===== src/rtl/score_display_driver.sv =====
// ---------------------------------------------------------------------------
// score_display_driver
//
// Purpose:
//    Drives NUM_DIGITS seven-segment digits from a VALUE_W-bit binary value,
//    shown either as hex nibbles or as decimal digits. The decimal digits
//    come from a sequential double-dabble engine running one iteration per
//    clock. A timed "GO" / "ERR" overlay can be requested by game control.
//    The overlay is held for MSG_HOLD_MS ticks of the shared millisecond
//    pulse.
//
// Ports:
//    clk           system clock, rising edge
//    rst_n         asynchronous active-low reset
//    disp_mode     1 = hex display, 0 = decimal display
//    one_ms_pulse  single-cycle millisecond tick
//    value         binary value to display
//    msg_req       single-cycle request to show a message
//    msg_sel       message select sampled with msg_req (0 = GO, 1 = ERR)
//    conv_busy     high while the decimal engine is iterating
//    chars_out     registered character codes, digit 0 in the LSBs
//    seg_out       segment patterns, 8 bits per digit, digit 0 in the LSBs
//
// Character codes: 0x00-0x0F hex digits, 0x10 R, 0x11 O, 0x12 G, 0x13 blank.
// Segment format: {dp, g, f, e, d, c, b, a}, active low, dp always off.
//
// Optional build macro:
//    SCORE_DISPLAY_LZB_EN  blank leading zeros in decimal mode (digit 0 is
//                          always shown). Hex mode is unaffected.
// ---------------------------------------------------------------------------

// Character-code to seven-segment decoder, one instance per digit.
module hex_driver (
   input  logic [4:0] char_code,
   output logic [7:0] seg
);

   // Pure lookup; unused codes fall through to blank.
   always_comb begin
      seg = 8'hFF;
      case (char_code)
         5'h00: seg = 8'hC0;
         5'h01: seg = 8'hF9;
         5'h02: seg = 8'hA4;
         5'h03: seg = 8'hB0;
         5'h04: seg = 8'h99;
         5'h05: seg = 8'h92;
         5'h06: seg = 8'h82;
         5'h07: seg = 8'hF8;
         5'h08: seg = 8'h80;
         5'h09: seg = 8'h90;
         5'h0A: seg = 8'h88;
         5'h0B: seg = 8'h83;
         5'h0C: seg = 8'hC6;
         5'h0D: seg = 8'hA1;
         5'h0E: seg = 8'h86;
         5'h0F: seg = 8'h8E;
         5'h10: seg = 8'hAF;
         5'h11: seg = 8'hC0;
         5'h12: seg = 8'hC2;
         default: seg = 8'hFF;
      endcase
   end

endmodule

module score_display_driver #(
   parameter int NUM_DIGITS  = 6,
   parameter int VALUE_W     = 24,
   parameter int MSG_HOLD_MS = 3000
) (
   input  logic                    clk,
   input  logic                    rst_n,
   input  logic                    disp_mode,
   input  logic                    one_ms_pulse,
   input  logic [VALUE_W-1:0]      value,
   input  logic                    msg_req,
   input  logic                    msg_sel,
   output logic                    conv_busy,
   output logic [5*NUM_DIGITS-1:0] chars_out,
   output logic [8*NUM_DIGITS-1:0] seg_out
);

   localparam int BCD_W  = 4 * NUM_DIGITS;
   localparam int ITER_W = $clog2(VALUE_W + 1);
   localparam int TMR_W  = $clog2(MSG_HOLD_MS + 1);

   localparam logic [4:0] CH_E     = 5'h0E;
   localparam logic [4:0] CH_R     = 5'h10;
   localparam logic [4:0] CH_O     = 5'h11;
   localparam logic [4:0] CH_G     = 5'h12;
   localparam logic [4:0] CH_BLANK = 5'h13;

   function automatic logic [63:0] pow10(input int n);
      logic [63:0] p;
      p = 64'd1;
      for (int i = 0; i < n; i++) begin
         p = p * 64'd10;
      end
      return p;
   endfunction

   // Smallest value that no longer fits in NUM_DIGITS decimal digits.
   localparam logic [63:0]      DEC_LIMIT = pow10(NUM_DIGITS);
   localparam logic [BCD_W-1:0] ALL_NINES = {NUM_DIGITS{4'h9}};

   typedef enum logic {
      SHOW_VALUE,
      SHOW_MSG
   } disp_state_t;

   disp_state_t state_q, state_d;
   logic [TMR_W-1:0] timer_q, timer_d;
   logic msg_sel_q, msg_sel_d;

   logic [VALUE_W-1:0] src_latch;
   logic [VALUE_W-1:0] bin_sr;
   logic [VALUE_W-1:0] bin_step;
   logic [BCD_W-1:0]   bcd_work;
   logic [BCD_W-1:0]   bcd_adj;
   logic [BCD_W-1:0]   bcd_step;
   logic [BCD_W-1:0]   bcd_result;
   logic [ITER_W-1:0]  iter_cnt;
   logic [63:0]        src_ext;
   logic               src_overflow;
   logic [BCD_W-1:0]   value_ext;
   logic [5*NUM_DIGITS-1:0] chars_d;
`ifdef SCORE_DISPLAY_LZB_EN
   logic lead_zero;
`endif

   // One double-dabble iteration: add 3 to every BCD digit >= 5, then shift
   // the next binary bit in from the top of the source shift register.
   always_comb begin
      bcd_adj = bcd_work;
      for (int k = 0; k < NUM_DIGITS; k++) begin
         if (bcd_work[4*k +: 4] >= 4'd5) begin
            bcd_adj[4*k +: 4] = bcd_work[4*k +: 4] + 4'd3;
         end
      end
      bcd_step = (bcd_adj << 1) | BCD_W'(bin_sr[VALUE_W-1]);
      bin_step = bin_sr << 1;
   end

   // Overflow is judged on the latched source, so the saturation decision
   // belongs to the same conversion that produced the BCD digits.
   always_comb begin
      src_ext = '0;
      src_ext[VALUE_W-1:0] = src_latch;
      src_overflow = (src_ext >= DEC_LIMIT);
   end

   // Decimal engine. A new conversion only starts while idle, so a value that
   // changes mid-conversion is picked up once the current one finishes. The
   // visible result register is written once, on the last iteration.
   always_ff @(posedge clk or negedge rst_n) begin
      if (!rst_n) begin
         src_latch  <= '0;
         bin_sr     <= '0;
         bcd_work   <= '0;
         bcd_result <= '0;
         iter_cnt   <= '0;
         conv_busy  <= 1'b0;
      end else if (!conv_busy) begin
         if (value != src_latch) begin
            src_latch <= value;
            bin_sr    <= value;
            bcd_work  <= '0;
            iter_cnt  <= '0;
            conv_busy <= 1'b1;
         end
      end else begin
         bin_sr   <= bin_step;
         bcd_work <= bcd_step;
         iter_cnt <= iter_cnt + ITER_W'(1);
         if (iter_cnt == ITER_W'(VALUE_W - 1)) begin
            conv_busy  <= 1'b0;
            bcd_result <= src_overflow ? ALL_NINES : bcd_step;
         end
      end
   end

   // Display FSM state register, plus the message timer and latched select.
   always_ff @(posedge clk or negedge rst_n) begin
      if (!rst_n) begin
         state_q   <= SHOW_VALUE;
         timer_q   <= '0;
         msg_sel_q <= 1'b0;
      end else begin
         state_q   <= state_d;
         timer_q   <= timer_d;
         msg_sel_q <= msg_sel_d;
      end
   end

   // Next-state logic. A fresh request always restarts the hold, which is
   // why it is tested ahead of the timeout.
   always_comb begin
      state_d   = state_q;
      timer_d   = timer_q;
      msg_sel_d = msg_sel_q;
      case (state_q)
         SHOW_VALUE: begin
            if (msg_req) begin
               state_d   = SHOW_MSG;
               timer_d   = '0;
               msg_sel_d = msg_sel;
            end
         end
         SHOW_MSG: begin
            if (msg_req) begin
               timer_d   = '0;
               msg_sel_d = msg_sel;
            end else if (one_ms_pulse) begin
               if (timer_q == TMR_W'(MSG_HOLD_MS - 1)) begin
                  state_d = SHOW_VALUE;
                  timer_d = '0;
               end else begin
                  timer_d = timer_q + TMR_W'(1);
               end
            end
         end
         default: begin
            state_d = SHOW_VALUE;
            timer_d = '0;
         end
      endcase
   end

   always_comb begin
      value_ext = '0;
      value_ext[VALUE_W-1:0] = value;
   end

   // Output logic: selects the characters loaded into chars_out next cycle.
   // Messages sit in the most-significant digits; everything else is blank.
   always_comb begin
      chars_d = {NUM_DIGITS{CH_BLANK}};
`ifdef SCORE_DISPLAY_LZB_EN
      lead_zero = 1'b1;
`endif
      if (state_q == SHOW_MSG) begin
         if (msg_sel_q) begin
            chars_d[5*(NUM_DIGITS-1) +: 5] = CH_E;
            chars_d[5*(NUM_DIGITS-2) +: 5] = CH_R;
            chars_d[5*(NUM_DIGITS-3) +: 5] = CH_R;
         end else begin
            chars_d[5*(NUM_DIGITS-1) +: 5] = CH_G;
            chars_d[5*(NUM_DIGITS-2) +: 5] = CH_O;
         end
      end else if (disp_mode) begin
         for (int k = 0; k < NUM_DIGITS; k++) begin
            chars_d[5*k +: 5] = {1'b0, value_ext[4*k +: 4]};
         end
      end else begin
`ifdef SCORE_DISPLAY_LZB_EN
         // Scan from the top; blanking stops at the first non-zero digit.
         for (int k = NUM_DIGITS - 1; k >= 0; k--) begin
            if (lead_zero && (k != 0) && (bcd_result[4*k +: 4] == 4'd0)) begin
               chars_d[5*k +: 5] = CH_BLANK;
            end else begin
               lead_zero = 1'b0;
               chars_d[5*k +: 5] = {1'b0, bcd_result[4*k +: 4]};
            end
         end
`else
         for (int k = 0; k < NUM_DIGITS; k++) begin
            chars_d[5*k +: 5] = {1'b0, bcd_result[4*k +: 4]};
         end
`endif
      end
   end

   // Registered character outputs.
   always_ff @(posedge clk or negedge rst_n) begin
      if (!rst_n) begin
         chars_out <= {NUM_DIGITS{CH_BLANK}};
      end else begin
         chars_out <= chars_d;
      end
   end

   for (genvar k = 0; k < NUM_DIGITS; k++) begin : g_digit
      hex_driver u_hex (
         .char_code (chars_out[5*k +: 5]),
         .seg       (seg_out[8*k +: 8])
      );
   end

endmodule


===== config.mk =====
export PLATFORM = sky130hd
export DESIGN_NAME = score_display_driver
export DESIGN_NICKNAME = d
export VERILOG_FILES = /design/src/rtl/score_display_driver.sv
export SDC_FILE = /design/constraint.sdc
export NUM_CORES = 1
export LEC_CHECK = 0
export BUFFER_PORTS_ARGS = -buffer_cell sky130_fd_sc_hd__clkbuf_2
export CAP_MARGIN = 10
export CORE_MARGIN = 8
export CORE_UTILIZATION = 38
export DETAILED_ROUTE_END_ITERATION = 10
export GPL_TIMING_DRIVEN = 0
export PLACE_DENSITY_LB_ADDON = 0.1
export SLEW_MARGIN = 20
export SYNTH_ARGS = -nofsm -noshare
export SYNTH_HDL_FRONTEND = slang
export SYNTH_SLANG_ARGS = --single-unit
export TNS_END_PERCENT = 10

===== constraint.sdc =====
create_clock -name clk -period 2.4 [get_ports clk]
set_input_delay 0 -clock clk [delete_from_list [all_inputs] [get_ports clk]]
set_output_delay 0 -clock clk [all_outputs]
set_load 0.05 [all_outputs]

# Yosys cells after proc, flatten, opt, wreduce, memory -nomap -nowiden
# Memories as Yosys holds them, arrays and structs flattened.
# Cells that the tools add are included.
dict set report word_totals {
  mem_count 6
  rom_bits 1344
  out_inout_bits 79
  regBits 146
  word_cells 75
}
# name words width rd rd_ports_with_merged_regs write_ports line_no
set mem_list {}
lappend mem_list {{(name not given)} 32 7 1 0 0 41} ;# case (char_code)
lappend mem_list {{(name not given)} 32 7 1 0 0 41}
lappend mem_list {{(name not given)} 32 7 1 0 0 41}
lappend mem_list {{(name not given)} 32 7 1 0 0 41}
lappend mem_list {{(name not given)} 32 7 1 0 0 41}
lappend mem_list {{(name not given)} 32 7 1 0 0 41}
dict set report op_classes {
  reduce_logical 4
  bitwise_logic 3
  n_mux 32
  n_lt_le_gt_ge 7
  n_eq_ne 5
  addsub 8
}
# op n
set ops {}
lappend ops {{two-way mux 24 bit} 5}
lappend ops {{two-way mux 12 bit} 4}
lappend ops {{two-way mux 15 bit} 2}
lappend ops {{two-way mux 29 bit} 1}
lappend ops {{>= comparator 24 x 20 -> 1 bit, second input constant} 1}
lappend ops {{>= comparator 4 x 3 -> 1 bit, second input constant} 6}
lappend ops {{!= test 24 bit} 1}
lappend ops {{OR 24 x 1 -> 24 bit} 1}
lappend ops {{one-hot mux 12 bit (2 select lines)} 1}
lappend ops {{adder 4 x 2 -> 4 bit, second input constant} 5}
lappend ops {{two-way mux 4 bit} 5}
lappend ops {{adder 12 x 1 -> 12 bit, second input constant} 1}
lappend ops {{== test 12 bit, second input constant} 1}
lappend ops {{two-way mux 10 bit} 1}
lappend ops {{two-way mux 5 bit} 2}
lappend ops {{two-way mux 1 bit} 8}
lappend ops {{AND reduction 2 bit} 3}
lappend ops {{adder 5 x 1 -> 5 bit, second input constant} 1}
lappend ops {{== test 5 bit, second input constant} 1}
lappend ops {{adder 3 x 2 -> 3 bit, second input constant} 1}
lappend ops {{two-way mux 3 bit} 1}
lappend ops {{!= test 3 bit, second input constant} 1}
lappend ops {{two-way mux 2 bit} 1}
lappend ops {{!= test 2 bit, second input constant} 1}
lappend ops {{3 further kinds} 4}

# Depth between registers and ports, before layout
dict set report logic_depth {
  ltp_word 5
  mapped_depth 8
}

# Modules after synthesis
# Synthesis repeated with hierarchy kept, for this count alone.
dict set report hier_totals {
  hier_cells 932
  hier_area_um2 9147.5
}
# module seq_area_each_um2 cells_each n_inst area_each_um2
set modules_own_cells {}
lappend modules_own_cells {score_display_driver 3570.9 604 1 6769.0}
lappend modules_own_cells {{hex_driver (g_digit[2].u_hex ...)} 0.0 54 4 389.1}
lappend modules_own_cells {{hex_driver (g_digit[1].u_hex)} 0.0 56 1 414.1}
lappend modules_own_cells {{hex_driver (g_digit[0].u_hex)} 0.0 56 1 407.9}

# Least setup slack after synthesis
# No wires, ideal clock.
dict set report synth_timing {
  path_type {flip-flop to output port}
  start {register chars_out[8]}
  end {output seg_out[11]}
  stages_incl_launch_ff 4
  arrival_ns 2.935
  t_required_ns 2.400
  path_buffers 1
  slack_ns -0.535
  cell_sequence {dfrtp_1 -> clkbuf_1 -> mux2i_1 -> o311ai_0}
}
dict set report synth_via {
  elab_chain_len 1
}
# element line_no
set synth_lines {}
lappend synth_lines {{from (decl)} 80} ;# output logic [5*NUM_DIGITS-1:0] chars_out,
lappend synth_lines {{from (signal assigned)} 277} ;# chars_out <= {NUM_DIGITS{CH_BLANK}};
lappend synth_lines {{from (signal assigned)} 279} ;# chars_out <= chars_d;
lappend synth_lines {{memory read (32 x 7 bit)} -}
lappend synth_lines {{to (decl)} 81} ;# output logic [8*NUM_DIGITS-1:0] seg_out
# Every way passes these cells.

# Worst setup path after layout
dict set report layout_timing {
  start {register chars_out[0]}
  end {output seg_out[3]}
}
# The elaborated chain is that of the path after synthesis.

==> impl_metrics.env <==
export IMPL_cts_buffers=17
export IMPL_whs_ns=0.0319
export IMPL_cts_tree="done"
export IMPL_drive_above_1_share=0.206
export IMPL_design_area_mm2=0.0107
export IMPL_ioPinCount=109
export IMPL_crit_reg2reg_launch="src_latch[15]"
export IMPL_wire_per_inst_um=18.2
export IMPL_yosys_warnings=0
export IMPL_post_route_util=0.472
export IMPL_final_cells=1380
export IMPL_diodes=0
export IMPL_viasPerCell=5.42
export IMPL_rsz0062_at_grt="yes"
export IMPL_rrSetupSlack_ns=0.09
export IMPL_hp_class="in2reg"
export IMPL_ys_seq_area_frac=0.407
export IMPL_total_power_mw=7.59
export IMPL_synth_top_area_share=0.365
export IMPL_fillCellCount=2216
export IMPL_start_kind="flip-flop"
export IMPL_die_w_um=168
export IMPL_cts_root_buf="clkbuf_16"
export IMPL_fin_nets=1162
export IMPL_hold_violations=0
export IMPL_max_slew_margin=0.595
export IMPL_ys_async_sr_fraction=1.00
export IMPL_core_area_mm2=0.0226
export IMPL_path_clk_slew_ns=0.07
export IMPL_setup_violations=0
export IMPL_hp_start="disp_mode"
export IMPL_status="finished clean"
export IMPL_grt_pass1_wl_mm=40.3
export IMPL_fmax_mhz=432
export IMPL_drtIter0Drc=597
export IMPL_dp_slack_ns=0.0120
export IMPL_critPathTopFamily="flip-flops"
export IMPL_cts_sinks=142
export IMPL_clk_latency_ns=0.43
export IMPL_yosysTopAreaCell="dfrtp_1"
export IMPL_synth_edff_count=0
export IMPL_finalWirelength_mm=25.1
export IMPL_place_gp_congestion=0.834
export IMPL_initial_core_util=0.388
export IMPL_grt_pass1_vias=7351
export IMPL_crit_required_ns=2.40
export IMPL_skew_ns=0.0135
export IMPL_netlist_instances=927
export IMPL_drc=0
export IMPL_hold_depth=3
export IMPL_path_buf_inv=2
export IMPL_setup_worst_path_end_class="output port"
export IMPL_r2r_end="src_latch[6]"
export IMPL_overflow=0
export IMPL_vdd_drop_max_mv=0.477
export IMPL_synth_seq_cells=142
export IMPL_yosys_top_cells_area="dfrtp_1, ha_1, dfstp_2, a21oi_1, mux2i_1"
export IMPL_dpl_hpwl_mm=18.7
export IMPL_die_y_um=168
export IMPL_hold_end="chars_out[0]"
export IMPL_place_inst=1321
export IMPL_power_density_mw_per_mm2=710
export IMPL_h_tree_depth=4
export IMPL_cpPeakStageDelay_ns=0.61
export IMPL_die_area_mm2=0.0282
export IMPL_clk_path_buf_depth=2
export IMPL_fin_crit_sh=0.964
export IMPL_netlist_area_mm2=0.00878
export IMPL_fin_crit_ns=2.31
export IMPL_antenna_found_initial=0
export IMPL_fin_setup_tns_ns=0
export IMPL_synthDistinctLibCells=58
export IMPL_p_leak_nw=4.81
export IMPL_finalMaxSlewViolations=0
export IMPL_critPathKind="reg2out"
export IMPL_slowest_stage="dfstp_2"
export IMPL_drv_cap=0
export IMPL_ff2ff_path_depth=7
export IMPL_worst_pin_slew_ns=0.608
export IMPL_numPortBuffers=102
export IMPL_yosys_most_used_dff="dfrtp_1"
export IMPL_vias=7479
export IMPL_arrival_ns=2.31
export IMPL_cp_max_fo=6
export IMPL_ant_nets=0
export IMPL_placementRows=55
export IMPL_dpl_instance_area_mm2=0.00973
export IMPL_crit_chain="inv_1 > ha_2 > a21oi_1 > nor2_1 > a31oi_1 > a2bb2oi_2 > clkbuf_8"
export IMPL_grt_max_degree=52
export IMPL_gr_usage_all_layers=0.177
export IMPL_synth_area_per_cell_um2=9.47
export IMPL_firstDrtPassIters=5
export IMPL_area_delta_synth_final_pct=21.7
export IMPL_setup_ws_ns=0.0858
-- worst max path at each step --
stage          slack, ns           from           to  cells after the start
3_3_place_gp       -1.23          rst_n   timer_q[0]                      1
2_1_floorplan      -0.40  chars_out[22]  seg_out[34]                      3
5_1_grt            -0.04  chars_out[22]  seg_out[32]                      7
6_report            0.09   chars_out[0]   seg_out[3]                      7
3_5_place_dp        0.01  chars_out[24]   seg_out[2]                      6
4_1_cts             0.01  chars_out[10]  seg_out[19]                      7
-- Yosys cell counts (16+ instances only) --
cell type / count
dfrtp_1: 128
nor2_1: 79
a21oi_1: 70
o21ai_0: 64
ha_1: 50
nand2_1: 49
clkbuf_1: 39
inv_1: 36
mux2i_1: 33
a31oi_1: 27
xor2_1: 25
nor2b_1: 24
a221o_1: 23
and2_1: 23
nand4_1: 19
nor3_1: 18
mux2_4: 17
nand3_1: 16
-- per-layer routing --
| metal | global-route usage | wire [um] |
|---|---|---|
| met3 | 0.0346 | 1180 |
| met2 | 0.291 | 11800 |
| met5 | 0 | 0 |
| met1 | 0.238 | 11800 |
| met4 | 0.0400 | 251 |
-- tightest hold or removal path: cells and delay by family --
family                 cells  cell delay, ns
AOI/OAI and AO/OA          1            0.11
buffers and inverters      1            0.17
and+or+nand+nor            1            0.14
-- layout make-up --
cell class | count | area [um2] | share of cell area
Clock inverter | 15 | 174 | 0.0163
Timing Repair Buffer | 132 | 885 | 0.0828
Buffer | 70 | 377 | 0.0352
Inverter | 36 | 135 | 0.0126
Multi-Input combinational cell | 683 | 4770 | 0.446
Clock buffer | 17 | 425 | 0.0398
Sequential cell | 142 | 3570 | 0.334
Tap cell | 285 | 357 | 0.0334
-- report_power, final --
group          switching, mW  internal (mW)  leakage (nW)
registers              0.246           2.66          1.74
clock network           1.13           1.57         0.293
logic                   1.25          0.739          2.78
total                   2.62           4.97          4.81
-- flip-flops by register name, indices dropped and copies added, names as in the netlist --
register    flops
bcd_result     24
bcd_work       24
bin_sr         24
chars_out      26
conv_busy       1
iter_cnt        5
msg_sel_q       1
src_latch      24
state_q         1
timer_q        12
-- what timing repair did --
| item | 4_1_cts | 5_1_grt |
|---|---|---|
| setup endpoints to repair | 35 | 45 |
| hold buffers | 28 | 0 |
| endpoints found under the hold margin | 204 | 0 |
| buffers inserted | 0 | 0 |
| resized for setup | 19 | 22 |
-- cell usage in the layout, fill, tap and decap left out, types with 13 or more instances in the layout --
| cell type | netlist | routed |
|---|---|---|
| dfstp_2 | 14 | 14 |
| and2_1 | 23 | 23 |
| nand4_1 | 19 | 19 |
| inv_1 | 36 | 36 |
| nand2_1 | 49 | 49 |
| a21oi_1 | 70 | 70 |
| dfrtp_1 | 128 | 128 |
| nor3_1 | 18 | 18 |
| buf_2 | 9 | 14 |
| dlygate4sd3_1 | 0 | 28 |
| a221o_1 | 23 | 23 |
| clkbuf_2 | 0 | 96 |
| a22o_1 | 13 | 13 |
| nor2_1 | 79 | 79 |
| a31oi_1 | 27 | 27 |
| nand3_1 | 16 | 16 |
| nor2b_1 | 24 | 24 |
| clkbuf_1 | 39 | 31 |
| mux2_4 | 17 | 17 |
| o21ai_0 | 64 | 63 |
| ha_1 | 50 | 46 |
| xor2_1 | 25 | 25 |
| mux2i_1 | 33 | 33 |
| clkbuf_16 | 0 | 17 |
| buf_4 | 14 | 18 |
-- logic make-up (layout without fill, tap and decap cells) --
kind of cell | Yosys count | after routing | share of synthesized area
compound gates | 262 | 262 | 0.195
xor+xnor | 36 | 36 | 0.0359
fa+ha+maj | 50 | 50 | 0.0712
buf+inv | 107 | 270 | 0.0564
flops | 142 | 142 | 0.407
mux | 60 | 60 | 0.0795
other cells | 1 | 6 | 0.000427
simple gates | 269 | 269 | 0.155
(Power assumes the default switching activity.)
